===== config.mk =====
export PLATFORM = sky130hd
export DESIGN_NAME = branch_sequencer_flat
export DESIGN_NICKNAME = d
export VERILOG_FILES = /design/src/rtl/branch_sequencer_if.sv /design/src/rtl/branch_sequencer.sv /design/src/flat_wrapper.sv
export SDC_FILE = /design/constraint.sdc
export NUM_CORES = 1
export LEC_CHECK = 0
export ABC_AREA = 1
export CORE_UTILIZATION = 48
export CTS_CLUSTER_DIAMETER = 50
export DETAILED_ROUTE_END_ITERATION = 10
export PLACE_DENSITY = 0.77
export SLEW_MARGIN = 20
export SYNTH_ARGS = -nofsm -noshare
export SYNTH_HDL_FRONTEND = slang
export SYNTH_SLANG_ARGS = --single-unit

===== constraint.sdc =====
create_clock -name clk -period 1.7 [get_ports clk]
set_input_delay 0.34 -clock clk [delete_from_list [all_inputs] [get_ports clk]]
set_output_delay 0.34 -clock clk [all_outputs]
set_load 0.01 [all_outputs]

===== src/rtl/branch_sequencer_if.sv =====
// Branch request bus between decode (master) and the branch sequencer (slave).
interface branch_sequencer_if #(
  parameter int WIDTH = 16
);
  logic             br_valid;
  logic             br_ready;
  logic [1:0]       br_op;
  logic             br_signed;
  logic [WIDTH-1:0] cmp_a;
  logic [WIDTH-1:0] cmp_b;
  logic [WIDTH-1:0] br_offset;
  logic [WIDTH-1:0] br_pc;

  modport master (
    output br_valid, br_op, br_signed, cmp_a, cmp_b, br_offset, br_pc,
    input  br_ready
  );

  modport slave (
    input  br_valid, br_op, br_signed, cmp_a, cmp_b, br_offset, br_pc,
    output br_ready
  );
endinterface


===== src/rtl/branch_sequencer.sv =====
// Program counter owner: sequential advance, and JMP/JLT/JGT/JEQ resolved in a
// registered compare stage followed by a counted fetch/decode flush on redirect.
module branch_sequencer #(
  parameter int               WIDTH        = 16,
  parameter logic [WIDTH-1:0] RESET_PC     = '0,
  parameter int               FLUSH_CYCLES = 2
) (
  input  logic              clk,
  input  logic              rst,
  input  logic              advance,
  branch_sequencer_if.slave br,
  output logic [WIDTH-1:0]  pc,
  output logic              busy,
  output logic              flush,
  output logic              taken,
  output logic              not_taken
);

  typedef enum logic [1:0] {
    S_RUN   = 2'd0,
    S_EVAL  = 2'd1,
    S_FLUSH = 2'd2
  } state_t;

  localparam logic [1:0]       OP_JMP     = 2'b00;
  localparam logic [1:0]       OP_JLT     = 2'b01;
  localparam logic [1:0]       OP_JGT     = 2'b10;
  localparam logic [WIDTH-1:0] PC_ONE     = {{(WIDTH-1){1'b0}}, 1'b1};
  localparam logic [3:0]       FLUSH_LOAD = 4'(FLUSH_CYCLES);

  state_t           state_q, state_d;
  logic [WIDTH-1:0] pc_q, pc_d;
  logic [1:0]       op_q, op_d;
  logic             sgn_q, sgn_d;
  logic [WIDTH-1:0] a_q, a_d;
  logic [WIDTH-1:0] b_q, b_d;
  logic [WIDTH-1:0] off_q, off_d;
  logic [WIDTH-1:0] bpc_q, bpc_d;
  logic [3:0]       cnt_q, cnt_d;
  logic             taken_q, taken_d;
  logic             not_taken_q, not_taken_d;

  // Branch condition; JEQ ignores signedness, JLT/JGT honour it.
  function automatic logic cond_true(input logic [1:0]       op,
                                     input logic             sgn,
                                     input logic [WIDTH-1:0] a,
                                     input logic [WIDTH-1:0] b);
    logic signed [WIDTH-1:0] sa;
    logic signed [WIDTH-1:0] sb;
    logic                    lt;
    logic                    gt;
    sa = $signed(a);
    sb = $signed(b);
    lt = sgn ? (sa < sb) : (a < b);
    gt = sgn ? (sa > sb) : (a > b);
    case (op)
      OP_JMP:  cond_true = 1'b1;
      OP_JLT:  cond_true = lt;
      OP_JGT:  cond_true = gt;
      default: cond_true = (a == b);
    endcase
  endfunction

  // Redirect address: branch address plus signed offset, wrapping at WIDTH bits.
  function automatic logic [WIDTH-1:0] branch_target(input logic [WIDTH-1:0] base,
                                                     input logic [WIDTH-1:0] off);
    logic signed [WIDTH-1:0] sum;
    sum = $signed(base) + $signed(off);
    branch_target = $unsigned(sum);
  endfunction

  // Next-state, PC update and request latching.
  always_comb begin
    state_d     = state_q;
    pc_d        = pc_q;
    op_d        = op_q;
    sgn_d       = sgn_q;
    a_d         = a_q;
    b_d         = b_q;
    off_d       = off_q;
    bpc_d       = bpc_q;
    cnt_d       = cnt_q;
    taken_d     = 1'b0;
    not_taken_d = 1'b0;
    br.br_ready = 1'b0;
    case (state_q)
      S_RUN: begin
        br.br_ready = 1'b1;
        if (advance) begin
          pc_d = pc_q + PC_ONE;
        end
        if (br.br_valid) begin
          op_d    = br.br_op;
          sgn_d   = br.br_signed;
          a_d     = br.cmp_a;
          b_d     = br.cmp_b;
          off_d   = br.br_offset;
          bpc_d   = br.br_pc;
          state_d = S_EVAL;
        end
      end
      S_EVAL: begin
        if (cond_true(op_q, sgn_q, a_q, b_q)) begin
          pc_d    = branch_target(bpc_q, off_q);
          taken_d = 1'b1;
          cnt_d   = FLUSH_LOAD;
          state_d = S_FLUSH;
        end else begin
          not_taken_d = 1'b1;
          state_d     = S_RUN;
        end
      end
      S_FLUSH: begin
        if (cnt_q <= 4'd1) begin
          cnt_d   = 4'd0;
          state_d = S_RUN;
        end else begin
          cnt_d = cnt_q - 4'd1;
        end
      end
      default: begin
        state_d = S_RUN;
      end
    endcase
  end

  // State, PC, latched request and pulse registers with synchronous reset.
  always_ff @(posedge clk) begin
    if (rst) begin
      state_q     <= S_RUN;
      pc_q        <= RESET_PC;
      op_q        <= '0;
      sgn_q       <= 1'b0;
      a_q         <= '0;
      b_q         <= '0;
      off_q       <= '0;
      bpc_q       <= '0;
      cnt_q       <= '0;
      taken_q     <= 1'b0;
      not_taken_q <= 1'b0;
    end else begin
      state_q     <= state_d;
      pc_q        <= pc_d;
      op_q        <= op_d;
      sgn_q       <= sgn_d;
      a_q         <= a_d;
      b_q         <= b_d;
      off_q       <= off_d;
      bpc_q       <= bpc_d;
      cnt_q       <= cnt_d;
      taken_q     <= taken_d;
      not_taken_q <= not_taken_d;
    end
  end

  assign pc        = pc_q;
  assign busy      = (state_q != S_RUN);
  assign flush     = (state_q == S_FLUSH);
  assign taken     = taken_q;
  assign not_taken = not_taken_q;

endmodule


===== src/flat_wrapper.sv =====
// flat-port wrapper written by rule: the top's interface ports become plain ports
module branch_sequencer_flat 
#(
  parameter int               WIDTH        = 16,
  parameter logic [WIDTH-1:0] RESET_PC     = '0,
  parameter int               FLUSH_CYCLES = 2
)
  (clk, rst, advance, pc, busy, flush, taken, not_taken, br_br_valid, br_br_op, br_br_signed, br_cmp_a, br_cmp_b, br_br_offset, br_br_pc, br_br_ready);
  branch_sequencer_if #(.WIDTH(WIDTH)) br_i ();
  input  logic clk;
  input  logic rst;
  input  logic advance;
  output logic [WIDTH-1:0] pc;
  output logic busy;
  output logic flush;
  output logic taken;
  output logic not_taken;
  input wire logic [$bits(br_i.br_valid)-1:0] br_br_valid;
  input wire logic [$bits(br_i.br_op)-1:0] br_br_op;
  input wire logic [$bits(br_i.br_signed)-1:0] br_br_signed;
  input wire logic [$bits(br_i.cmp_a)-1:0] br_cmp_a;
  input wire logic [$bits(br_i.cmp_b)-1:0] br_cmp_b;
  input wire logic [$bits(br_i.br_offset)-1:0] br_br_offset;
  input wire logic [$bits(br_i.br_pc)-1:0] br_br_pc;
  output wire logic [$bits(br_i.br_ready)-1:0] br_br_ready;
  assign br_i.br_valid = br_br_valid;
  assign br_i.br_op = br_br_op;
  assign br_i.br_signed = br_br_signed;
  assign br_i.cmp_a = br_cmp_a;
  assign br_i.cmp_b = br_cmp_b;
  assign br_i.br_offset = br_br_offset;
  assign br_i.br_pc = br_br_pc;
  assign br_br_ready = br_i.br_ready;
  branch_sequencer #(.WIDTH(WIDTH), .RESET_PC(RESET_PC), .FLUSH_CYCLES(FLUSH_CYCLES)) u_core (.clk(clk), .rst(rst), .advance(advance), .br(br_i), .pc(pc), .busy(busy), .flush(flush), .taken(taken), .not_taken(not_taken));
endmodule

# [Word level (Yosys, flattened, before mapping)]
# Cells that the tools add are included.
[totals] ff_bits=91 latchBits=0 ramBits=0 romBits=0 inputBits=71 output_inout_bits=21 word_cells=56 n_memories=0
[op_classes] addsub=3 multipliers=0 n_div=0 n_lt_le_gt_ge=5 n_eq_ne=9 n_shift=0 muxes=17 bitwise=1 reduce_logical=10
[ops] op="16-bit > comparator" count=2
[ops] op="16-bit < comparator" count=2
[ops] op="16-bit 2-to-1 mux" count=2
[ops] op="16-bit case mux with 2 select lines" count=1
[ops] op="16-bit by 1-bit adder with 16-bit output (second input constant)" count=1
[ops] op="16-bit adder" count=1
[ops] op="16-bit equality test" count=1
[ops] op="4-bit 2-to-1 mux" count=2
[ops] op="4-bit case mux with 2 select lines" count=1
[ops] op="1-bit 2-to-1 mux" count=6
[ops] op="2-bit 2-to-1 mux" count=3
[ops] op="2-bit case mux with 3 select lines" count=1
[ops] op="2-bit AND reduction" count=3
[ops] op="2-bit nonzero test" count=3
[ops] op="2-bit by 1-bit equality test with 1-bit output (second input constant)" count=2
[ops] op="2-bit equality test (second input constant)" count=2
[ops] op="4-bit by 1-bit less-or-equal comparator with 1-bit output (second input constant)" count=1
[ops] op="2-bit logical NOT" count=2
[ops] op="2-bit by 1-bit != test with 1-bit output (second input constant)" count=2
[ops] op="2-bit != test (second input constant)" count=2
[ops] op="4-bit by 1-bit subtractor with 4-bit output (second input constant)" count=1
[ops] op="1-bit case mux with 3 select lines" count=1
[ops] op="3-bit AND reduction" count=1
[ops] op="2-bit OR reduction" count=1
[ops] op="1-bit NOT" count=1

# [Longest topological paths before layout]
[logic_depth] word_depth=6 ltp_mapped=19 depth_no_buf=18

# [Least setup slack after synthesis]
# No wires, ideal clock.
[synth_path] path_kind="flip-flop to flip-flop" from="register u_core.bpc_q[0]" to="register u_core.pc_q[10] (netlist: u_core.pc[10])" setup_time_ns=0.113 t_arrival_ns=1.756 required_ns=1.587 slack_ns=-0.169 path_stages_with_launch=16 path_buffers=0 period_less_slack_ns=1.869 cell_sequence="dfxtp_1 > ha_1 > inv_1 > fa_1 > inv_1 > nand3_1 > nand2_1 > a21boi_2 > o21ai_1 > nand2_1 > nand2_1 > nand2_1 > nand2_1 > o21ai_1 > nor2_1 > nor2_1"
[synth_via] elab_chain_len=3
[synth_rtl] item="start, declared" line="branch_sequencer.sv:38" text="logic [WIDTH-1:0] bpc_q, bpc_d;"
[synth_rtl] item="start signal, assigned" line="branch_sequencer.sv:149" text="bpc_q <= bpc_d;"
[synth_rtl] item="16-bit adder" line="branch_sequencer.sv:68" text="sum = $signed(base) + $signed(off);"
[synth_rtl] item="16-bit 2-to-1 mux" line="branch_sequencer.sv:103" text="if (cond_true(op_q, sgn_q, a_q, b_q)) begin"
[synth_rtl] item="16-bit case mux with 2 select lines" line="branch_sequencer.sv:86" text="case (state_q)"
[synth_rtl] item="end signal, assigned" line="branch_sequencer.sv:143" text="pc_q <= pc_d;"
[synth_rtl] item="end, declared" line="branch_sequencer.sv:32" text="logic [WIDTH-1:0] pc_q, pc_d;"
# Every way passes these cells. The select of a mux whose other input is x is not followed.
# A chain may end at the register's enable or synchronous reset.

# [Worst setup path in the final report]
[layout_path] from="register u_core.b_q[13]" to="register u_core.pc_q[1] (netlist: u_core.pc[1])"
[layout_via] elab_chain_len=6 word_cells_on_any_way=11 cone_classes="order compare (4); eq/ne (2); mux (4); reduce/logical (1)"
[layout_rtl] item="start, declared" line="branch_sequencer.sv:36" text="logic [WIDTH-1:0] b_q, b_d;"
[layout_rtl] item="start signal, assigned" line="branch_sequencer.sv:135" text="b_q <= '0;"
[layout_rtl] item="start signal, assigned" line="branch_sequencer.sv:147" text="b_q <= b_d;"
[layout_rtl] item="16-bit > comparator or 16-bit < comparator (tied branches)" line="branch_sequencer.sv:55, branch_sequencer.sv:54"
[layout_rtl] item="1-bit 2-to-1 mux (on tied branches)" line="branch_sequencer.sv:55, branch_sequencer.sv:54"
[layout_rtl] item="1-bit case mux with 3 select lines *" line="branch_sequencer.sv:56" text="case (op)"
[layout_rtl] item="1-bit 2-to-1 mux *" line="branch_sequencer.sv:86"
[layout_rtl] item="2-bit by 1-bit != test with 1-bit output (no source line) *"
[layout_rtl] item="3-bit AND reduction (no source line) *"
# Every way passes the cells marked *; elsewhere a longest branch is shown, timed or not. The select of a mux whose other input is x is not followed.

==> results by stage <==
Status:
- The run finished, with violations left.
- The checks that failed: setup timing.

Power:
- The analysis attributes to cell leakage a power of 3.17 nW.
- The worst supply voltage drop on vdd is 458 µV.
- The sequential group share of total power is 40.5%.
- Power comes to 6.31 mW.
- Summed over all nets, the switching power comes to 2.21 mW.
- Dividing total power by cell area gives a power density of 879 nW/µm².
- The clock group share of total power is 22.5%.
- The combinational fraction of design power is 37.0%.
- The internal power summed over all cells is 4.10 mW.
- The proportion of total power due to net switching is 35.0%.

Yosys:
- The most used standard cell by instance count after synthesis is sky130_fd_sc_hd__nor2_1.
- The share of the Yosys chip area taken by registers is 36.4%.
- Of all flip-flops after synthesis, the portion carrying an async set or reset was 0%.
- The total nets after synthesis is 814.
- The dominant cell type by area after synthesis is sky130_fd_sc_hd__dfxtp_1.
- The count of cell types in the netlist is 41.
- The commonest cells after synthesis are 154 x sky130_fd_sc_hd__nor2_1, 93 x sky130_fd_sc_hd__o21ai_0, 91 x sky130_fd_sc_hd__dfxtp_1, 88 x sky130_fd_sc_hd__nand2_1, 65 x sky130_fd_sc_hd__inv_1.
- The synthesized netlist devotes 2.10% of its cell area to XOR and XNOR gates.
- The largest family of logic cells by synthesized area is simple AND/OR/NAND/NOR gates.
- The area share of the leading cell type in the synthesized netlist is 36.4%.
- The share of synthesized area spent on multiplexers is 0%.
- The flip-flop cell with the highest count after synthesis is sky130_fd_sc_hd__dfxtp_1.
- The simple-gate area share of the yosys netlist is 27.9%.
- The synthesized netlist devotes 17.3% of its cell area to compound gates.
- Of the total synthesized cell area, the portion taken by full adders, half adders and majority gates is 8.89%.
- Yosys mapped a number of flops with a built-in enable equal to 0.
- In this run the mean area of a mapped cell was 7.08 µm².
- In this run, synthesis produced a sequential element count of 91.
- The area of the mapped netlist is 5010 µm².
- The number of warnings issued by yosys is 0.
- The synthesized netlist cell count is 708.
- By area the synthesized netlist is led by sky130_fd_sc_hd__dfxtp_1 36%, sky130_fd_sc_hd__nor2_1 12%, sky130_fd_sc_hd__o21ai_0 9.3%, sky130_fd_sc_hd__ha_1 8.5%, sky130_fd_sc_hd__nand2_1 6.6%.

Detailed routing:
- The first detailed-routing pass ran for 6 iterations.
- In the final routed layout, each cell accounts on average for 13.9 µm.
- After detailed routing, the total wire length is 13800 µm.
- The violation count after the first detailed-routing iteration is 182.
- Dividing the detail-routed via count by the number of cells gives 5.25.
- The remaining design rule violation count is 0.
- The post-detailed-route count of antenna-violating nets is 0.
- The routed layout has 5189 vias.

STA:
- The aggregate negative setup slack is -10.65 ns.
- The worst-case setup margin in the final layout is -0.524 ns.
- Subtracting the final worst setup slack from the clock period gives 2.22 ns.
- Headroom to the max-slew limit came out at 60.1%.
- The clock skew is 0.0111 ns.
- The total setup violations reported at the end of the flow is 23.
- Setup repair after global routing could not meet its margin everywhere.
- The number of pins exceeding their max-slew limit in the final report was 0.
- Dividing the final minimum period by the clock period gives 131%.
- The hold violation total from the final report is 0.
- The peak clock frequency supported by timing is 0.450 GHz.
- Hold is met by 0.495 ns.
- The transition time of the tightest slew-check pin is 0.598 ns.

GRT:
- The overall overflow remaining after global route is 0.
- The initial antenna violation count is 0.
- In the global route stage, overall resource usage came out at 24.7%.
- Entering global routing, the biggest net connects 55 pins.
- The via count of the first global-routing pass is 5038.
- The first global-routing pass estimated 22100 µm of wire.

Die:
- In this run the standard cell core region covers 9950 µm².
- The number of top-level design ports is 92.
- The number of rows in the core area is 36.
- The die area is 10800 µm².
- The overall die height is 104 µm.
- For this configuration, the core starts out at a cell density of 50.3%.
- The horizontal extent of the die is 104 µm.

Clocking:
- The clock-pin slew on the worst setup and hold paths is 0.09 ns.
- The TritonCTS clock tree is yes.
- The number of buffers on the longest clock path is 2.
- The TritonCTS sink count is 91.
- CTS built an H-tree with a depth of 3.
- The cell at the root of the clock tree is sky130_fd_sc_hd__clkbuf_8.
- The clock reaches the later pin of the worst-skew pair after 0.37 ns.
- The number of buffers created by CTS is 9.

Setup path:
- The worst setup path is launched from a register.
- The number of cells on the worst reg-to-reg path is 14.
- Data on the critical path is required at its endpoint by 1.96 ns.
- The startpoint of the lowest-slack register-to-register path is u_core.b_q[13]$_SDFFE_PP0P_.
- The largest fanout of any net on the critical path is 8.
- The worst setup path is captured at a register.
- At the worst endpoint, the arrival time is 2.48 ns.
- The source of the critical timing path is u_core.b_q[13]$_SDFFE_PP0P_.
- The worst setup path is of the register to register kind.

Cells and area:
- The post-layout instance area is 7170 µm².
- The area growth from synthesis to layout is 43.2%.
- The final cell utilization of the core is 72.1%.
- The number of non-filler instances in the completed layout is 988.
- In the final design database the tool counted 956 nets.
- The share of layout cells above drive strength 1 is 24.8%.
- The number of antenna diodes in the final layout is 0.

Min path:
- In this run the most critical hold path is launched from u_core.sgn_q$_SDFFE_PP0P_.
- The kind of path behind the tightest hold check is register to register.
- The worst hold path passes through 2 cells.

Place:
- The number of input and output port buffers inserted is 91.
- The congestion estimate from routability-driven global placement came to 0.875.
- The placement-stage cell area is 6510 µm².
- The setup slack at placement is -0.412 ns.
- The HPWL after detailed placement is 9290 µm.
- The number of cells after detailed placement is 961.

Job:
- The tool flagged a number of max-cap violations equal to 0.
## logic make-up after synthesis
logic type	after synthesis
AOI/OAI and AO/OA	163
xor gates and xnor gates	12
adders and majority gates	35
buffers and inverters	94
DFF	91
and+or+nand+nor	313
## cell type report
class                           instances  area [µm²]
Clock inverter                          4        32.5
Timing Repair Buffer                  157        1470
Clock buffer                           12         155
Tap cell                              133         166
Multi-Input combinational cell        525        3250
Fill cell                             777        2780
Inverter                               66         248
Sequential cell                        91        1850
## flip-flops by register name (all words and copies together) (netlist names)
| name | count |
|---|---|
| u_core.bpc_q | 16 |
| u_core.sgn_q | 1 |
| u_core.not_taken | 1 |
| u_core.cnt_q | 4 |
| u_core.state_q | 2 |
| u_core.op_q | 2 |
| u_core.taken | 1 |
| u_core.b_q | 16 |
| u_core.off_q | 16 |
| u_core.pc | 16 |
| u_core.a_q | 16 |
## placed cells by master, fill, tap and decap left out, drive strengths merged, types with 5 or more instances in the layout
| cell | count |
|---|---|
| inv | 67 |
| nor2 | 156 |
| dfxtp | 91 |
| xor2 | 9 |
| a21oi | 52 |
| clkdlybuf4s50 | 83 |
| buf | 66 |
| nand3 | 39 |
| o21ai | 96 |
| ha | 34 |
| nor3 | 8 |
| nand3b | 6 |
| nand4 | 5 |
| clkbuf | 12 |
| dlygate4sd2 | 7 |
| nand2 | 98 |
## repair_timing
item	CTS	global route
cloned	1	1
hold endpoints to repair	0	0
buffers inserted	2	7
hold buffers	0	0
pin swaps	13	42
resized for setup	36	79
endpoints found under the setup margin	32	27
## power groups by stage
| stage | logic [mW] | registers (mW) | clock network, mW |
|---|---|---|---|
| after floorplan | 1.12 | 2.56 | 0 |
| after global placement | 1.90 | 2.55 | 0 |
| after detailed placement | 1.96 | 2.56 | 0 |
| after CTS | 2.05 | 2.52 | 1.45 |
| after global routing | 2.58 | 2.58 | 1.54 |
| final | 2.33 | 2.55 | 1.42 |
## worst paths after layout
kind                                to  slack, ns
max reg2reg  u_core.pc[1]$_SDFFE_PP0P_      -0.52
max          u_core.pc[1]$_SDFFE_PP0P_      -0.52
min          u_core.sgn_q$_SDFFE_PP0P_       0.49
min reg2reg  u_core.sgn_q$_SDFFE_PP0P_       0.49
## layer usage
metal	wire (µm)	GRT usage [%]	up-vias
met3	555	3.38	27
met2	7270	46.4	141
li1	-	-	2604
met4	357	8.67	0
met1	5590	28.3	2417
met5	0	0	-
## critical path, stage by stage, from the launching register on
cell	delay (ns)
sky130_fd_sc_hd__dfxtp_2	0.33
sky130_fd_sc_hd__inv_2	0.07
sky130_fd_sc_hd__ha_4	0.20
sky130_fd_sc_hd__nand2_2	0.07
sky130_fd_sc_hd__inv_2	0.05
sky130_fd_sc_hd__o21bai_1	0.15
sky130_fd_sc_hd__nand2_1	0.08
sky130_fd_sc_hd__a21oi_2	0.15
sky130_fd_sc_hd__nand2_2	0.07
sky130_fd_sc_hd__nand2_2	0.10
sky130_fd_sc_hd__nand4_1	0.26
sky130_fd_sc_hd__nand3_4	0.25
sky130_fd_sc_hd__nand2_8	0.12
sky130_fd_sc_hd__nor2_2	0.13
sky130_fd_sc_hd__nor2_1	0.06
(Power assumes the default switching activity.)
